--- config.mk ---
export PLATFORM = sky130hd
export DESIGN_NAME = mining_job_dma_flat
export DESIGN_NICKNAME = d
export VERILOG_FILES = /design/src/rtl/mining_job_dma_pkg.sv /design/src/rtl/mining_job_dma_if.sv /design/src/rtl/mining_job_dma_found_arbiter.sv /design/src/rtl/mining_job_dma.sv /design/src/flat_wrapper.sv
export SDC_FILE = /design/constraint.sdc
export NUM_CORES = 1
export LEC_CHECK = 0
export BUFFER_PORTS_ARGS = -buffer_cell sky130_fd_sc_hd__buf_4
export CORE_AREA = 5 5 453 455
export CTS_BUF_LIST = sky130_fd_sc_hd__clkbuf_2
export DETAILED_ROUTE_END_ITERATION = 8
export DIE_AREA = 0 0 458 460
export SYNTH_ARGS = -nofsm -noshare
export SYNTH_HDL_FRONTEND = slang
export SYNTH_SLANG_ARGS = --single-unit
--- constraint.sdc ---
create_clock -name clk -period 80.8 [get_ports clk]
set_input_delay 24.24 -clock clk [delete_from_list [all_inputs] [get_ports clk]]
set_output_delay 24.24 -clock clk [all_outputs]
set_load 0.02 [all_outputs]
--- src/rtl/mining_job_dma_pkg.sv ---
// mining_pkg: shared FSM state encoding and result-record constants for mining_job_dma.
// Contents: state_t (job sequencer states), status codes written as result word 0,
// RESULT_WORDS (length of the result record in words).
package mining_pkg;
    typedef enum logic [2:0] {
        IDLE,
        RD_GO,
        RD_DATA,
        DISPATCH,
        MINE,
        WR_GO,
        WR_DATA,
        WR_WAIT
    } state_t;
    localparam logic [1:0] ST_EXHAUSTED = 2'd0;
    localparam logic [1:0] ST_FOUND     = 2'd1;
    localparam logic [1:0] ST_ABORTED   = 2'd2;
    localparam int RESULT_WORDS = 3;
endpackage

--- src/rtl/mining_job_dma_if.sv ---
// mining_job_dma_if: Avalon-MM read/write master control and user-FIFO signals.
// master modport: the job sequencer (drives control/go/pop/push).
// slave modport: the read/write master pair (returns done, FIFO head/available, FIFO full).
interface mining_job_dma_if #(
    parameter int ADDRESSWIDTH = 28,
    parameter int DATAWIDTH    = 32
);
    logic                    read_control_fixed_location;
    logic [ADDRESSWIDTH-1:0] read_control_read_base;
    logic [ADDRESSWIDTH-1:0] read_control_read_length;
    logic                    read_control_go;
    logic                    read_control_done;
    logic                    read_user_read_buffer;
    logic [DATAWIDTH-1:0]    read_user_buffer_output_data;
    logic                    read_user_data_available;
    logic                    write_control_fixed_location;
    logic [ADDRESSWIDTH-1:0] write_control_write_base;
    logic [ADDRESSWIDTH-1:0] write_control_write_length;
    logic                    write_control_go;
    logic                    write_control_done;
    logic                    write_user_write_buffer;
    logic [DATAWIDTH-1:0]    write_user_buffer_data;
    logic                    write_user_buffer_full;

    modport master (
        output read_control_fixed_location, read_control_read_base, read_control_read_length,
               read_control_go, read_user_read_buffer,
               write_control_fixed_location, write_control_write_base, write_control_write_length,
               write_control_go, write_user_write_buffer, write_user_buffer_data,
        input  read_control_done, read_user_buffer_output_data, read_user_data_available,
               write_control_done, write_user_buffer_full
    );

    modport slave (
        input  read_control_fixed_location, read_control_read_base, read_control_read_length,
               read_control_go, read_user_read_buffer,
               write_control_fixed_location, write_control_write_base, write_control_write_length,
               write_control_go, write_user_write_buffer, write_user_buffer_data,
        output read_control_done, read_user_buffer_output_data, read_user_data_available,
               write_control_done, write_user_buffer_full
    );
endinterface

--- src/rtl/mining_job_dma_found_arbiter.sv ---
// found_arbiter: lowest-index priority select of the winning core's solution nonce.
// Ports: found (per-core strobe), nonce (packed per-core nonces) in;
//        any_found (some core reported), win_nonce (nonce of lowest asserted core) out.
module found_arbiter #(
    parameter int NUM_CORES = 4,
    parameter int DATAWIDTH = 32
) (
    input  logic [NUM_CORES-1:0]           found,
    input  logic [NUM_CORES*DATAWIDTH-1:0] nonce,
    output logic                           any_found,
    output logic [DATAWIDTH-1:0]           win_nonce
);
    assign any_found = |found;

    // Scanning downward lets the lowest asserted index overwrite any higher one.
    always_comb begin
        win_nonce = '0;
        for (int i = NUM_CORES - 1; i >= 0; i--)
            if (found[i]) win_nonce = nonce[i*DATAWIDTH +: DATAWIDTH];
    end
endmodule

--- src/rtl/mining_job_dma.sv ---
// mining_job_dma: fetches a block-header job, fans it out to the hashing cores,
// arbitrates the outcome and writes a 3-word result record {status, nonce, cycles}.
// Ports: clk/reset (async, active-high); job_start/job_base/job_abort in, job_busy/job_done/
// display_data out; bus = read/write master pair; core_* = broadcast header, per-core nonce
// slice base and start pulses out, found/exhausted/nonce from the cores in.
module mining_job_dma
    import mining_pkg::*;
#(
    parameter int ADDRESSWIDTH = 28,
    parameter int DATAWIDTH    = 32,
    parameter int HDR_WORDS    = 20,
    parameter int NUM_CORES    = 4
) (
    input  logic                           clk,
    input  logic                           reset,
    input  logic                           job_start,
    input  logic [ADDRESSWIDTH-1:0]        job_base,
    input  logic                           job_abort,
    output logic                           job_busy,
    output logic                           job_done,
    output logic [31:0]                    display_data,
    mining_job_dma_if.master               bus,
    output logic [HDR_WORDS*DATAWIDTH-1:0] core_header,
    output logic [NUM_CORES*DATAWIDTH-1:0] core_nonce_base,
    output logic [NUM_CORES-1:0]           core_start,
    output logic                           core_abort,
    input  logic [NUM_CORES-1:0]           core_found,
    input  logic [NUM_CORES-1:0]           core_exhausted,
    input  logic [NUM_CORES*DATAWIDTH-1:0] core_nonce
);
    localparam int CW = $clog2(HDR_WORDS + 1);
    localparam int IW = HDR_WORDS > 1 ? $clog2(HDR_WORDS) : 1;
    localparam int SHIFT = DATAWIDTH - $clog2(NUM_CORES);
    localparam logic [CW-1:0] LAST = CW'(HDR_WORDS);
    localparam logic [ADDRESSWIDTH-1:0] HDR_BYTES = ADDRESSWIDTH'(HDR_WORDS * 4);
    localparam logic [ADDRESSWIDTH-1:0] RES_BYTES = ADDRESSWIDTH'(RESULT_WORDS * 4);

    state_t                  state, state_n;
    logic [CW-1:0]           count;
    logic                    rd_done_seen;
    logic [ADDRESSWIDTH-1:0] base;
    logic [DATAWIDTH-1:0]    hdr [HDR_WORDS];
    logic [31:0]             cycles;
    logic [1:0]              status;
    logic [DATAWIDTH-1:0]    nonce;
    logic [1:0]              k;
    logic                    any_found, all_exh, mine_exit;
    logic [DATAWIDTH-1:0]    win_nonce;

    found_arbiter #(.NUM_CORES(NUM_CORES), .DATAWIDTH(DATAWIDTH)) u_arb (
        .found     (core_found),
        .nonce     (core_nonce),
        .any_found (any_found),
        .win_nonce (win_nonce)
    );

    assign all_exh   = &core_exhausted;
    assign mine_exit = state == MINE && (any_found || all_exh || job_abort);
    assign job_busy  = state != IDLE;
    assign bus.read_control_fixed_location  = 1'b0;
    assign bus.write_control_fixed_location = 1'b0;
    assign bus.write_user_buffer_data = k == 2'd0 ? DATAWIDTH'(status) : k == 2'd1 ? nonce : DATAWIDTH'(cycles);

    for (genvar g = 0; g < HDR_WORDS; g++) begin : g_hdr
        assign core_header[g*DATAWIDTH +: DATAWIDTH] = hdr[g];
    end

    // Each core gets the top log2(NUM_CORES) nonce bits fixed to its index.
    for (genvar g = 0; g < NUM_CORES; g++) begin : g_nb
        assign core_nonce_base[g*DATAWIDTH +: DATAWIDTH] =
            (state != IDLE && NUM_CORES > 1) ? DATAWIDTH'(g) << SHIFT : '0;
    end

    always_ff @(posedge clk or posedge reset) begin
        if (reset) state <= IDLE;
        else       state <= state_n;
    end

    always_comb begin
        state_n                        = state;
        bus.read_control_go            = 1'b0;
        bus.read_control_read_base     = '0;
        bus.read_control_read_length   = '0;
        bus.read_user_read_buffer      = 1'b0;
        bus.write_control_go           = 1'b0;
        bus.write_control_write_base   = '0;
        bus.write_control_write_length = '0;
        bus.write_user_write_buffer    = 1'b0;
        core_start                     = '0;
        core_abort                     = 1'b0;
        case (state)
            IDLE:     state_n = job_start ? RD_GO : IDLE;
            RD_GO: begin
                bus.read_control_go          = 1'b1;
                bus.read_control_read_base   = base;
                bus.read_control_read_length = HDR_BYTES;
                state_n                      = RD_DATA;
            end
            RD_DATA: begin
                bus.read_user_read_buffer = bus.read_user_data_available && count < LAST;
                // The read master may report done before or after the final pop.
                state_n = (count == LAST && (rd_done_seen || bus.read_control_done)) ? DISPATCH : RD_DATA;
            end
            DISPATCH: begin
                core_start = '1;
                state_n    = MINE;
            end
            MINE: begin
                core_abort = mine_exit;
                state_n    = mine_exit ? WR_GO : MINE;
            end
            WR_GO: begin
                bus.write_control_go           = 1'b1;
                bus.write_control_write_base   = base + HDR_BYTES;
                bus.write_control_write_length = RES_BYTES;
                state_n                        = WR_DATA;
            end
            WR_DATA: begin
                bus.write_user_write_buffer = !bus.write_user_buffer_full;
                state_n = (!bus.write_user_buffer_full && k == 2'(RESULT_WORDS - 1)) ? WR_WAIT : WR_DATA;
            end
            WR_WAIT:  state_n = bus.write_control_done ? IDLE : WR_WAIT;
            default:  state_n = IDLE;
        endcase
    end

    always_ff @(posedge clk or posedge reset) begin
        if (reset) begin
            count        <= '0;
            rd_done_seen <= 1'b0;
            base         <= '0;
            for (int i = 0; i < HDR_WORDS; i++) hdr[i] <= '0;
            cycles       <= '0;
            status       <= ST_EXHAUSTED;
            nonce        <= '0;
            k            <= '0;
            job_done     <= 1'b0;
            display_data <= '0;
        end else begin
            job_done <= state == WR_WAIT && bus.write_control_done;
            if (state == IDLE && job_start) begin
                base         <= job_base;
                count        <= '0;
                rd_done_seen <= 1'b0;
            end
            if (state == RD_DATA && bus.read_control_done) rd_done_seen <= 1'b1;
            if (bus.read_user_read_buffer) begin
                hdr[count[IW-1:0]] <= bus.read_user_buffer_output_data;
                count              <= count + 1'b1;
            end
            if (state == DISPATCH) begin
                cycles <= '0;
                k      <= '0;
            end
            if (state == MINE) cycles <= &cycles ? cycles : cycles + 32'd1;
            if (mine_exit) begin
                status <= any_found ? ST_FOUND : all_exh ? ST_EXHAUSTED : ST_ABORTED;
                nonce  <= any_found ? win_nonce : '0;
            end
            if (bus.write_user_write_buffer) k <= k + 2'd1;
            if (state == WR_WAIT && bus.write_control_done) display_data <= 32'(nonce);
        end
    end
endmodule

--- src/flat_wrapper.sv ---
// flat-port wrapper written by rule: the top's interface ports become plain ports
module mining_job_dma_flat import mining_pkg::*;
#(
    parameter int ADDRESSWIDTH = 28,
    parameter int DATAWIDTH    = 32,
    parameter int HDR_WORDS    = 20,
    parameter int NUM_CORES    = 4
)
  (clk, reset, job_start, job_base, job_abort, job_busy, job_done, display_data, core_header, core_nonce_base, core_start, core_abort, core_found, core_exhausted, core_nonce, bus_read_control_fixed_location, bus_read_control_read_base, bus_read_control_read_length, bus_read_control_go, bus_read_user_read_buffer, bus_write_control_fixed_location, bus_write_control_write_base, bus_write_control_write_length, bus_write_control_go, bus_write_user_write_buffer, bus_write_user_buffer_data, bus_read_control_done, bus_read_user_buffer_output_data, bus_read_user_data_available, bus_write_control_done, bus_write_user_buffer_full);
  mining_job_dma_if #(.ADDRESSWIDTH(ADDRESSWIDTH), .DATAWIDTH(DATAWIDTH)) bus_i ();
  input  logic clk;
  input  logic reset;
  input  logic job_start;
  input  logic [ADDRESSWIDTH-1:0] job_base;
  input  logic job_abort;
  output logic job_busy;
  output logic job_done;
  output logic [31:0] display_data;
  output logic [HDR_WORDS*DATAWIDTH-1:0] core_header;
  output logic [NUM_CORES*DATAWIDTH-1:0] core_nonce_base;
  output logic [NUM_CORES-1:0] core_start;
  output logic core_abort;
  input  logic [NUM_CORES-1:0] core_found;
  input  logic [NUM_CORES-1:0] core_exhausted;
  input  logic [NUM_CORES*DATAWIDTH-1:0] core_nonce;
  output wire logic [$bits(bus_i.read_control_fixed_location)-1:0] bus_read_control_fixed_location;
  output wire logic [$bits(bus_i.read_control_read_base)-1:0] bus_read_control_read_base;
  output wire logic [$bits(bus_i.read_control_read_length)-1:0] bus_read_control_read_length;
  output wire logic [$bits(bus_i.read_control_go)-1:0] bus_read_control_go;
  output wire logic [$bits(bus_i.read_user_read_buffer)-1:0] bus_read_user_read_buffer;
  output wire logic [$bits(bus_i.write_control_fixed_location)-1:0] bus_write_control_fixed_location;
  output wire logic [$bits(bus_i.write_control_write_base)-1:0] bus_write_control_write_base;
  output wire logic [$bits(bus_i.write_control_write_length)-1:0] bus_write_control_write_length;
  output wire logic [$bits(bus_i.write_control_go)-1:0] bus_write_control_go;
  output wire logic [$bits(bus_i.write_user_write_buffer)-1:0] bus_write_user_write_buffer;
  output wire logic [$bits(bus_i.write_user_buffer_data)-1:0] bus_write_user_buffer_data;
  input wire logic [$bits(bus_i.read_control_done)-1:0] bus_read_control_done;
  input wire logic [$bits(bus_i.read_user_buffer_output_data)-1:0] bus_read_user_buffer_output_data;
  input wire logic [$bits(bus_i.read_user_data_available)-1:0] bus_read_user_data_available;
  input wire logic [$bits(bus_i.write_control_done)-1:0] bus_write_control_done;
  input wire logic [$bits(bus_i.write_user_buffer_full)-1:0] bus_write_user_buffer_full;
  assign bus_read_control_fixed_location = bus_i.read_control_fixed_location;
  assign bus_read_control_read_base = bus_i.read_control_read_base;
  assign bus_read_control_read_length = bus_i.read_control_read_length;
  assign bus_read_control_go = bus_i.read_control_go;
  assign bus_read_user_read_buffer = bus_i.read_user_read_buffer;
  assign bus_write_control_fixed_location = bus_i.write_control_fixed_location;
  assign bus_write_control_write_base = bus_i.write_control_write_base;
  assign bus_write_control_write_length = bus_i.write_control_write_length;
  assign bus_write_control_go = bus_i.write_control_go;
  assign bus_write_user_write_buffer = bus_i.write_user_write_buffer;
  assign bus_write_user_buffer_data = bus_i.write_user_buffer_data;
  assign bus_i.read_control_done = bus_read_control_done;
  assign bus_i.read_user_buffer_output_data = bus_read_user_buffer_output_data;
  assign bus_i.read_user_data_available = bus_read_user_data_available;
  assign bus_i.write_control_done = bus_write_control_done;
  assign bus_i.write_user_buffer_full = bus_write_user_buffer_full;
  mining_job_dma #(.ADDRESSWIDTH(ADDRESSWIDTH), .DATAWIDTH(DATAWIDTH), .HDR_WORDS(HDR_WORDS), .NUM_CORES(NUM_CORES)) u_core (.clk(clk), .reset(reset), .job_start(job_start), .job_base(job_base), .job_abort(job_abort), .job_busy(job_busy), .job_done(job_done), .display_data(display_data), .bus(bus_i), .core_header(core_header), .core_nonce_base(core_nonce_base), .core_start(core_start), .core_abort(core_abort), .core_found(core_found), .core_exhausted(core_exhausted), .core_nonce(core_nonce));
endmodule
==> results.ini, run 1 <==
[floorplan]
rows=165
fp.dieH_microns=460
die_x_microns=458
dieArea_sq_um=211000
io_pins=1161
initial_core_util_pct=17.0
core_area_sq_um=201000

[hold_path]
min_from=u_core.display_data[29]
whs_endpoint=u_core.display_data[29]
hold_class=reg2reg
min_path_cells=2

[global_route]
grt_pass1_wl_microns=198000
antenna_found_initial=22
grt_pass1_vias=26000
grt_max_degree=174
grt_overflow=0
grtUsageTotal_pct=13.0

[final_layout]
fin_nets=3798
layout-drive-gt1-share_pct=54.8
final_area_sq_um=45200
fin_cells=6432
syn2layout_area_growth_pct=32.4

[power_and_ir_drop]
p_seq_share_pct=42.9
p_int_uw=758
power.share.clock_pct=23.1
power_density_nw_per_um2=27.8
cellLeakagePower_uw=0.0237
p_switching_uw=498
total_power_uw=1260
peakVddDrop_mv=0.0187
swShare_pct=39.7
comb_power_share_pct=34.0

[synth]
yosys-top-cells-area=dfrtp_1, mux2_2, buf_4
synth_top_family_by_area=multiplexers
synthDistinctLibCells=74
synthSimpleGateAreaFrac_pct=7.42
syn_area_sq_um=34200
synth-compound-area-share_pct=3.50
synthesis.instances=2576
synth-xor-area-share_pct=0.564
synthAdderAreaFrac_pct=0.330
synth_mux_area_share_pct=23.3
ys_top_cells_by_count=dfrtp_1, mux2_2, buf_4
yosysSeqAreaShare_pct=57.0
synth_area_leader_cell=dfrtp_1
yosys_register_bits=778
syn_avg_cell_area_sq_um=13.3
synth_top_area_share_pct=57.0
synth_edf_count=0
yosysWarnings=0
synthArstFlopShare_pct=100
synthFlopType=dfrtp_1
synth_most_common_cell=dfrtp_1

[placement]
routabilityCongestion=0.924
io_buffers=982
dp.cells=6040
placed_cell_area_sq_um=43200
dpl.hpwl_microns=105000

[clocking]
post_cts_buffers=0
htreeDepth=4
cts_root_buffer=clkbuf_2
clk_latency_ps=1650
cts_resized=0
numCtsBuffers=215
cts_hold_buf=0
cts_num_sinks=778
clkTransAtPathRegs_ps=90
cts_tree=yes
cts.path.max_buffers=3

[worst_setup_path]
critPathLaunchType=primary input
cp_slowest_stage_delay_ps=430
path_max_fanout=65
crit_chain=buf_4 > nor4_1 > nand2_1 > o21ai_4 > buf_4 > inv_1 > buf_4
rr_endpoint=u_core.core_header[575]
crit_family=buffers and inverters
crit_arrival_ps=25990
critPathKind=in2out
timing.critical_path.buf_inv=4
cp_common_cell=buf_4
r2r_cells=4
required_ps=56560
reg2reg_slack_ps=76910
end_kind=output pin
cp_slowest_cell=buf_4
reg2reg_from=u_core.state[2]

[sta]
hold_violations=0
period_share_pct=62.2
finalClockSkew_ps=144
whs_ps=489
finalSetupViolations=0
rsz0062_at_grt=no
slew_viol_final=0
clock.fmax_mhz=19.9
tns_ps=0
tightestPinTransition_ps=1120
post-route-min-period_ps=50230
relSlewSlack_pct=25.0

[route]
wl_per_cell_microns=22.2
vias_per_cell=3.85
dr.pass1.iters=5
drt_iter0_markers=1264
antenna_left=0
drc_errors=0
drt_wl_total_microns=143000
via_count=24800

[run_status]
outcome=finished, final reports clean

[run]
drv_cap=0

[cell families (layout without fill, tap and decap cells)]
kind of cell | count (synthesis) | in the layout
other | 1 | 197
and+or+nand+nor | 476 | 476
xor gates and xnor gates | 22 | 22
adders and majority gates | 9 | 9
AOI/OAI and AO/OA | 181 | 181
muxes | 704 | 704
buffers and inverters | 405 | 1393
DFF | 778 | 778
[cells in the final DEF, fill, tap and decap left out, types with 4 or more instances in the layout]
cell,count
buf_4,1000
dfrtp_1,778
mux2_2,643
clkbuf_2,316
conb_1,178
nand2_1,163
nor2_1,75
a21oi_1,53
o21ai_0,48
nor3_1,47
and2_1,37
mux2i_1,34
clkinv_1,34
nor2b_1,33
a221oi_1,32
nand3_1,28
mux2_4,22
diode_2,19
nand3_4,19
xor2_1,17
and3_1,16
inv_1,15
nand4_1,14
nor4_1,8
a211o_1,8
clkinv_2,8
ha_1,7
and4_1,6
a21o_1,6
inv_6,6
mux2_1,5
xnor2_1,5
o211a_1,5
nor3b_1,4
a41oi_1,4
a31oi_1,4
clkinv_8,4
[layout make-up]
cell class	count	area (sq um)
Fill cell	21700	156000
Sequential cell	778	19500
Multi-Input combinational cell	1570	12800
Timing Repair Buffer	1002	7550
Tap cell	2672	3340
Clock buffer	316	1580
Clock inverter	57	365
Inverter	18	75.1
Antenna cell	19	47.5
[layer usage]
| layer | global-route usage (%) | share of wire (%) | up-vias |
|---|---|---|---|
| met5 | 0 | 0.013 | - |
| met4 | 5.35 | 3.1 | 2 |
| met3 | 4.41 | 8.2 | 225 |
| met2 | 23.2 | 51 | 1146 |
| met1 | 14.2 | 37 | 12700 |
| li1 | - | - | 10800 |
[flip-flops by register name (all words and copies together), names as in the netlist]
| register | count |
|---|---|
| u_core.base | 28 |
| u_core.core_header | 640 |
| u_core.job_done | 1 |
| u_core.display_data | 32 |
| u_core.k | 2 |
| u_core.status | 2 |
| u_core.nonce | 32 |
| u_core.cycles | 32 |
| u_core.state | 3 |
| u_core.rd_done_seen | 1 |
| u_core.count | 5 |
[power by group through the flow]
stage / combinational (uW) / sequential [uW] / clock [uW]
2_1_floorplan: 169 / 596 / 0
3_3_place_gp: 432 / 544 / 0
3_5_place_dp: 435 / 548 / 0
4_1_cts: 436 / 541 / 308
5_1_grt: 458 / 549 / 326
6_report: 427 / 539 / 290
[tightest hold or removal path, cell delays in order (launching register included)]
cell	delay [ps]
dfrtp_1	350
nand2_1	50
nand2_1	60
[through the flow]
step	util [%]	setup WS, ps
6_report	22.5	30570
5_1_grt	22.5	30410
4_1_cts	22.5	30540
3_5_place_dp	21.5	30540
3_3_place_gp	21.5	30530
2_1_floorplan	-	31080
[how the worst max path moves through the flow]
stage / start / to / cells after the start
6_report: core_found[0] / core_abort / 7
5_1_grt: core_found[0] / core_abort / 7
4_1_cts: core_found[0] / core_abort / 7
3_5_place_dp: core_found[0] / core_abort / 7
3_3_place_gp: core_found[0] / core_abort / 7
2_1_floorplan: core_found[2] / core_abort / 6
(Power assumes the default switching activity.)
==> run 2: changes to the inputs <==
--- a/config.mk
+++ b/config.mk
@@ -6,10 +6,10 @@
 export NUM_CORES = 1
 export LEC_CHECK = 0
 export BUFFER_PORTS_ARGS = -buffer_cell sky130_fd_sc_hd__buf_4
-export CORE_AREA = 5 5 453 455
+export CORE_AREA = 5 5 443 445
 export CTS_BUF_LIST = sky130_fd_sc_hd__clkbuf_2
 export DETAILED_ROUTE_END_ITERATION = 8
-export DIE_AREA = 0 0 458 460
+export DIE_AREA = 0 0 448 450
 export SYNTH_ARGS = -nofsm -noshare
 export SYNTH_HDL_FRONTEND = slang
 export SYNTH_SLANG_ARGS = --single-unit
==> constraint.sdc (replaced) <==
create_clock -name clk -period 51.4 [get_ports clk]
set_input_delay 15.42 -clock clk [delete_from_list [all_inputs] [get_ports clk]]
set_output_delay 15.42 -clock clk [all_outputs]
set_load 0.02 [all_outputs]
==> run 2 against run 1 <==
Routed wire length fell by 1.9%. Cell count shrank 2.7%. Sequential power up 55%. Hold slack worse by 48 ps. Global-route usage increased by 0.31 points. First-iteration DRC count down 6.3%. Clock power is 50% higher. Register-to-register slack got worse by 29000 ps. Setup slack worse by 12000 ps. Flip-flop and latch count unchanged. Core utilization rose by 0.89 points. Combinational power is 58% higher. Largest power group unchanged.
==> results.ini, run 2 (synthesis gave the netlist of run 1 again) <==
[final_layout]
syn2layout_area_growth_pct=31.4  ; was 32.4%
final_cell_mix=buf_4, dfrtp_1, mux2_2, clkbuf_2, conb_1  ; unchanged
fin_nets=3795  ; was 3798
layout-drive-gt1-share_pct=54.7  ; was 54.8%
final_common_cell=buf_4  ; unchanged
largest_reg_flops=640  ; unchanged
fin_cells=6258  ; was 6432

[run_status]
outcome=finished, final reports clean  ; unchanged

[clocking]
cts_tree=yes  ; unchanged
cts_resized=0  ; unchanged
htreeDepth=4  ; unchanged
post_cts_buffers=0  ; unchanged
cts_num_sinks=778  ; unchanged
cts_hold_buf=0  ; unchanged
cts_root_buffer=clkbuf_2  ; unchanged
cts.path.max_buffers=3  ; unchanged
clk_latency_ps=1700  ; was 1650 ps
clkTransAtPathRegs_ps=90  ; about the same
numCtsBuffers=207  ; was 215

[worst_setup_path]
cp_slowest_stage_delay_ps=630  ; was 430 ps
required_ps=35980  ; was 56560 ps
critPathLaunchType=primary input  ; unchanged
r2r_cells=4  ; unchanged
timing.critical_path.buf_inv=4  ; unchanged
crit_chain=buf_4 > nor4_1 > nand2_1 > o21ai_4 > buf_4 > inv_1 > buf_4  ; unchanged
cp_slowest_cell=o21ai_4  ; was buf_4
crit_cells=7  ; unchanged
crit_arrival_ps=17500  ; was 25990 ps
end_kind=output pin  ; unchanged
critPathKind=in2out  ; unchanged
crit_family=buffers and inverters  ; unchanged
path_max_fanout=65  ; unchanged
cp_common_cell=buf_4  ; unchanged

[global_route]
grt_pass1_vias=25100  ; was 26000
grt_overflow=0  ; unchanged
antenna_found_initial=8  ; was 22
grt_max_degree=117  ; was 174
grt_pass1_wl_microns=192000  ; was 198000 microns
grtUsageTotal_pct=13.3  ; was 13.0%

[floorplan]
dieArea_sq_um=202000  ; was 211000 sq um
fp.dieH_microns=450  ; was 460 microns
initial_core_util_pct=17.8  ; was 17.0%
die_x_microns=448  ; was 458 microns
core_area_sq_um=192000  ; was 201000 sq um
rows=161  ; was 165
io_pins=1161  ; unchanged

[power_and_ir_drop]
power_density_nw_per_um2=43.3  ; was 27.8 nW/um^2
power.share.clock_pct=22.4  ; was 23.1%
p_int_uw=1180  ; was 758 uW
p_seq_share_pct=42.9  ; about the same
peakVddDrop_mv=0.0225  ; was 0.0187 mV
p_switching_uw=766  ; was 498 uW
comb_power_share_pct=34.7  ; was 34.0%
swShare_pct=39.4  ; was 39.7%
cellLeakagePower_uw=0.0236  ; was 0.0237 uW

[sta]
finalSetupViolations=0  ; unchanged
clock.fmax_mhz=30.4
tightestPinTransition_ps=1210  ; was 1120 ps
finalClockSkew_ps=112  ; was 144 ps
relSlewSlack_pct=18.6  ; was 25.0%
post-route-min-period_ps=32920
tns_ps=0  ; unchanged
rsz0062_at_grt=no  ; unchanged
hold_violations=0  ; unchanged
period_share_pct=64.0
setup_ws_ps=18480  ; was 30570 ps
slew_viol_final=0  ; unchanged
whs_ps=441  ; was 489 ps

[route]
drt_wl_total_microns=140000  ; was 143000 microns
antenna_left=0  ; unchanged
wl_per_cell_microns=22.4  ; was 22.2 microns
drt_iter0_markers=1185  ; was 1264
via_count=24500  ; was 24800
drc_errors=0  ; unchanged
vias_per_cell=3.92  ; was 3.85
dr.pass1.iters=6  ; was 5

[run]
drv_cap=0  ; unchanged

[placement]
pre_cts_ws_ps=18420  ; was 30540 ps
dp.cells=5899  ; was 6040
io_buffers=982  ; unchanged
dpl.hpwl_microns=105000  ; about the same
routabilityCongestion=0.846  ; was 0.924

[hold_path]
min_path_cells=2  ; unchanged
hold_class=reg2reg  ; unchanged

-- run 2: cell count changes in the layout (fill, tap and decap cells not counted), sizes merged --
| cell | previous run | this run |
|---|---|---|
| buf | 1002 | 1007 |
| clkinvlp | 1 | 2 |
| diode | 19 | 12 |
| bufinv | 2 | 1 |
| clkinv | 47 | 36 |
| clkbuf | 316 | 301 |
-- run 2: tightest hold or removal path, cell delays in order (launching register included) --
cell	delay, ps
dfrtp_1	370
nand2_1	50
nand2_1	50
-- run 2: worst paths after layout --
kind | from | endpoint | slack [ps]
min in group asynchronous | reset | u_core.core_header[2] | 13920
worst max-delay path | core_found[0] | core_abort | 18480
worst min register to register | u_core.nonce[6] | u_core.display_data[6] | 440
worst min-delay path | u_core.nonce[6] | u_core.display_data[6] | 440
worst max register to register | u_core.state[2] | u_core.core_header[66] | 47690
max in group asynchronous | reset | u_core.core_header[621] | 32220
-- run 2: per-stage QoR --
step / instance area (sq um) / total power (uW) / utilization (%)
after detailed placement: 43000 / 1530 / 22.4
after floorplan: 34800 / 1200 / -
after global routing: 44900 / 2050 / 23.4
after global placement: 43000 / 1520 / 22.4
after CTS: 44900 / 1980 / 23.4
final: 44900 / 1940 / 23.4
-- run 2: power groups by stage --
stage               sequential [uW]  clock (uW)  combinational (uW)
floorplan                       937           0                 266
global placement                841           0                 679
detailed placement              846           0                 687
CTS                             834         459                 688
global route                    849         489                 714
finish                          834         436                 675
-- run 2: layout make-up --
type,count,area [sq um]
Fill cell,20600,147000
Sequential cell,778,19500
Clock inverter,46,300
Timing Repair Buffer,1007,7560
Inverter,18,75.1
Tap cell,2526,3160
Multi-Input combinational cell,1570,12800
Clock buffer,301,1510
Antenna cell,12,30.0
-- run 2: routing by layer --
layer / vias up / share of wire, % / GRT usage [%]
met5: - / 0.015 / 0
met2: 936 / 56 / 25.6
li1: 10700 / - / -
met3: 217 / 5.8 / 3.17
met1: 12700 / 35 / 13.8
met4: 4 / 3.3 / 5.18
==> run 3: changes to the inputs <==
==> constraint.sdc (replaced) <==
create_clock -name clk -period 32.7 [get_ports clk]
set_input_delay 9.81 -clock clk [delete_from_list [all_inputs] [get_ports clk]]
set_output_delay 9.81 -clock clk [all_outputs]
set_load 0.02 [all_outputs]
==> run 3 against run 2 <==
Setup slack lost 7500 ps. Hold slack gained 32 ps. Register-to-register slack lost 19000 ps. Total power grew 58%. Routed wire length grew 0.85%. Largest cell class unchanged. Combinational power grew 57%. Via count is essentially flat. Critical path depth is the same. Clock skew grew 12 ps. Clock-buffer cell count grew 3. Critical endpoint unchanged. Non-clock buffer count shrank 1.
==> results.ini, run 3 (synthesis gave the netlist of run 1 again) <==
[floorplan]
dieArea_sq_um=202000  ; unchanged
initial_core_util_pct=17.8  ; unchanged
die_x_microns=448  ; unchanged
core_area_sq_um=192000  ; unchanged
fp.dieH_microns=450  ; unchanged
rows=161  ; unchanged
io_pins=1161  ; unchanged

[worst_setup_path]
critPathLaunchType=primary input  ; unchanged
cp-startpoint=core_found[0]  ; unchanged
required_ps=22890  ; was 35980 ps
path_max_fanout=65  ; unchanged
crit_arrival_ps=11900  ; was 17500 ps
critPathKind=in2out  ; unchanged
reg2reg_from=u_core.state[2]  ; unchanged
end_kind=output pin  ; unchanged

[placement]
routabilityCongestion=0.850  ; was 0.846
io_buffers=982  ; unchanged
dpl.hpwl_microns=106000  ; was 105000 microns

[sta]
finalSetupViolations=0  ; unchanged
rsz0062_at_grt=no  ; unchanged
slew_viol_final=0  ; unchanged
clock.fmax_mhz=46.1
post-route-min-period_ps=21710
relSlewSlack_pct=21.7  ; was 18.6%
hold_violations=0  ; unchanged
period_share_pct=66.4
tightestPinTransition_ps=1170  ; was 1210 ps
tns_ps=0  ; unchanged
finalClockSkew_ps=124  ; was 112 ps

[final_layout]
fin_nets=3795  ; unchanged
layout-drive-gt1-share_pct=54.8  ; was 54.7%
final_common_cell=buf_4  ; unchanged
final_cell_mix=buf_4, dfrtp_1, mux2_2, clkbuf_2, conb_1  ; unchanged
syn2layout_area_growth_pct=31.6  ; was 31.4%
fillers=20600  ; about the same
largest_reg_flops=640  ; unchanged

[run]
drv_cap=0  ; unchanged

[global_route]
antenna_found_initial=12  ; was 8
grtUsageTotal_pct=13.4  ; was 13.3%
grt_pass1_vias=25300  ; was 25100
grt_max_degree=151  ; was 117
grt_pass1_wl_microns=194000  ; was 192000 microns
grt_overflow=0  ; unchanged

[route]
dr.pass1.iters=5  ; was 6
via_count=24600  ; was 24500
vias_per_cell=3.92  ; about the same
wl_per_cell_microns=22.6  ; was 22.4 microns
drt_iter0_markers=1220  ; was 1185
drt_wl_total_microns=142000  ; was 140000 microns
antenna_left=0  ; unchanged
drc_errors=0  ; unchanged

[power_and_ir_drop]
peakVddDrop_mv=0.0361  ; was 0.0225 mV
power_density_nw_per_um2=68.4  ; was 43.3 nW/um^2
cellLeakagePower_uw=0.0237  ; was 0.0236 uW
total_power_uw=3070  ; was 1940 uW

[clocking]
cts_num_sinks=778  ; unchanged
cts_tree=yes  ; unchanged
htreeDepth=4  ; unchanged
cts_root_buffer=clkbuf_2  ; unchanged
numCtsBuffers=208  ; was 207
clkTransAtPathRegs_ps=80  ; was 90 ps
cts_resized=0  ; unchanged
clk_latency_ps=1670  ; was 1700 ps
cts_hold_buf=0  ; unchanged
post_cts_buffers=0  ; unchanged
cts.path.max_buffers=3  ; unchanged

[hold_path]
min_from=u_core.nonce[6]  ; unchanged
hold_class=reg2reg  ; unchanged

[run_status]
outcome=finished, final reports clean  ; unchanged

[run 3: cell types whose count changed in the layout (fill, tap and decap cells not counted), sizes merged]
cell | previous run | this run
buf | 1007 | 1006
bufinv | 1 | 2
clkbuf | 301 | 304
clkinv | 36 | 42
clkinvlp | 2 | 1
diode | 12 | 7
inv | 25 | 26
[run 3: metrics by stage]
| stage | cells | util (%) | worst slack, ps | instance area (sq um) | hold slack [ps] |
|---|---|---|---|---|---|
| after floorplan | 2753 | - | 1050 | 34800 | 447 |
| after global placement | 5898 | 22.5 | 10940 | 43100 | 462 |
| after detailed placement | 5898 | 22.5 | 10920 | 43100 | 464 |
| after CTS | 6255 | 23.4 | 10920 | 44900 | 451 |
| after global routing | 6259 | 23.4 | 10820 | 44900 | 450 |
| final | 6262 | 23.4 | 10990 | 45000 | 472 |
[run 3: final cells by class]
cell class,instances,area [sq um],share of cell area [%]
flip-flops and latches,778,19500,43.3
multi-input cells,1570,12800,28.4
repair buffers,1006,7580,16.9
well taps,2526,3160,7.03
clock buffers,304,1520,3.38
clock inverters,53,350,0.779
inverters,18,75.1,0.167
diodes,7,17.5,0.0390
[run 3: power breakdown]
part	internal [uW]	switching, uW	total [uW]
clock	272	428	700
sequential	1160	155	1310
combinational	434	626	1060
total	1860	1210	3070
[run 3: critical path, stage by stage]
cell and delay, ps:
buf_4 300, nor4_1 390, nand2_1 170, o21ai_4 610
buf_4 360, inv_1 80, buf_4 160
[run 3: final timing paths]
| check | endpoint | slack (ps) | cells past startpoint |
|---|---|---|---|
| max in group asynchronous | u_core.core_header[106] | 20880 | 6 |
| worst min-delay path | u_core.display_data[6] | 470 | 2 |
| min in group asynchronous | u_core.display_data[24] | 8230 | 2 |
| worst max-delay path | core_abort | 10990 | 7 |
| worst max register to register | u_core.core_header[626] | 28970 | 4 |
| worst min register to register | u_core.display_data[6] | 470 | 2 |
[run 3: routing by layer]
| layer | wire, microns | vias up | track usage [%] |
|---|---|---|---|
| met4 | 3940 | 4 | 4.60 |
| li1 | - | 10700 | - |
| met3 | 8100 | 190 | 3.02 |
| met2 | 79100 | 917 | 26.1 |
| met5 | 27 | - | 0 |
| met1 | 50300 | 12700 | 14.0 |
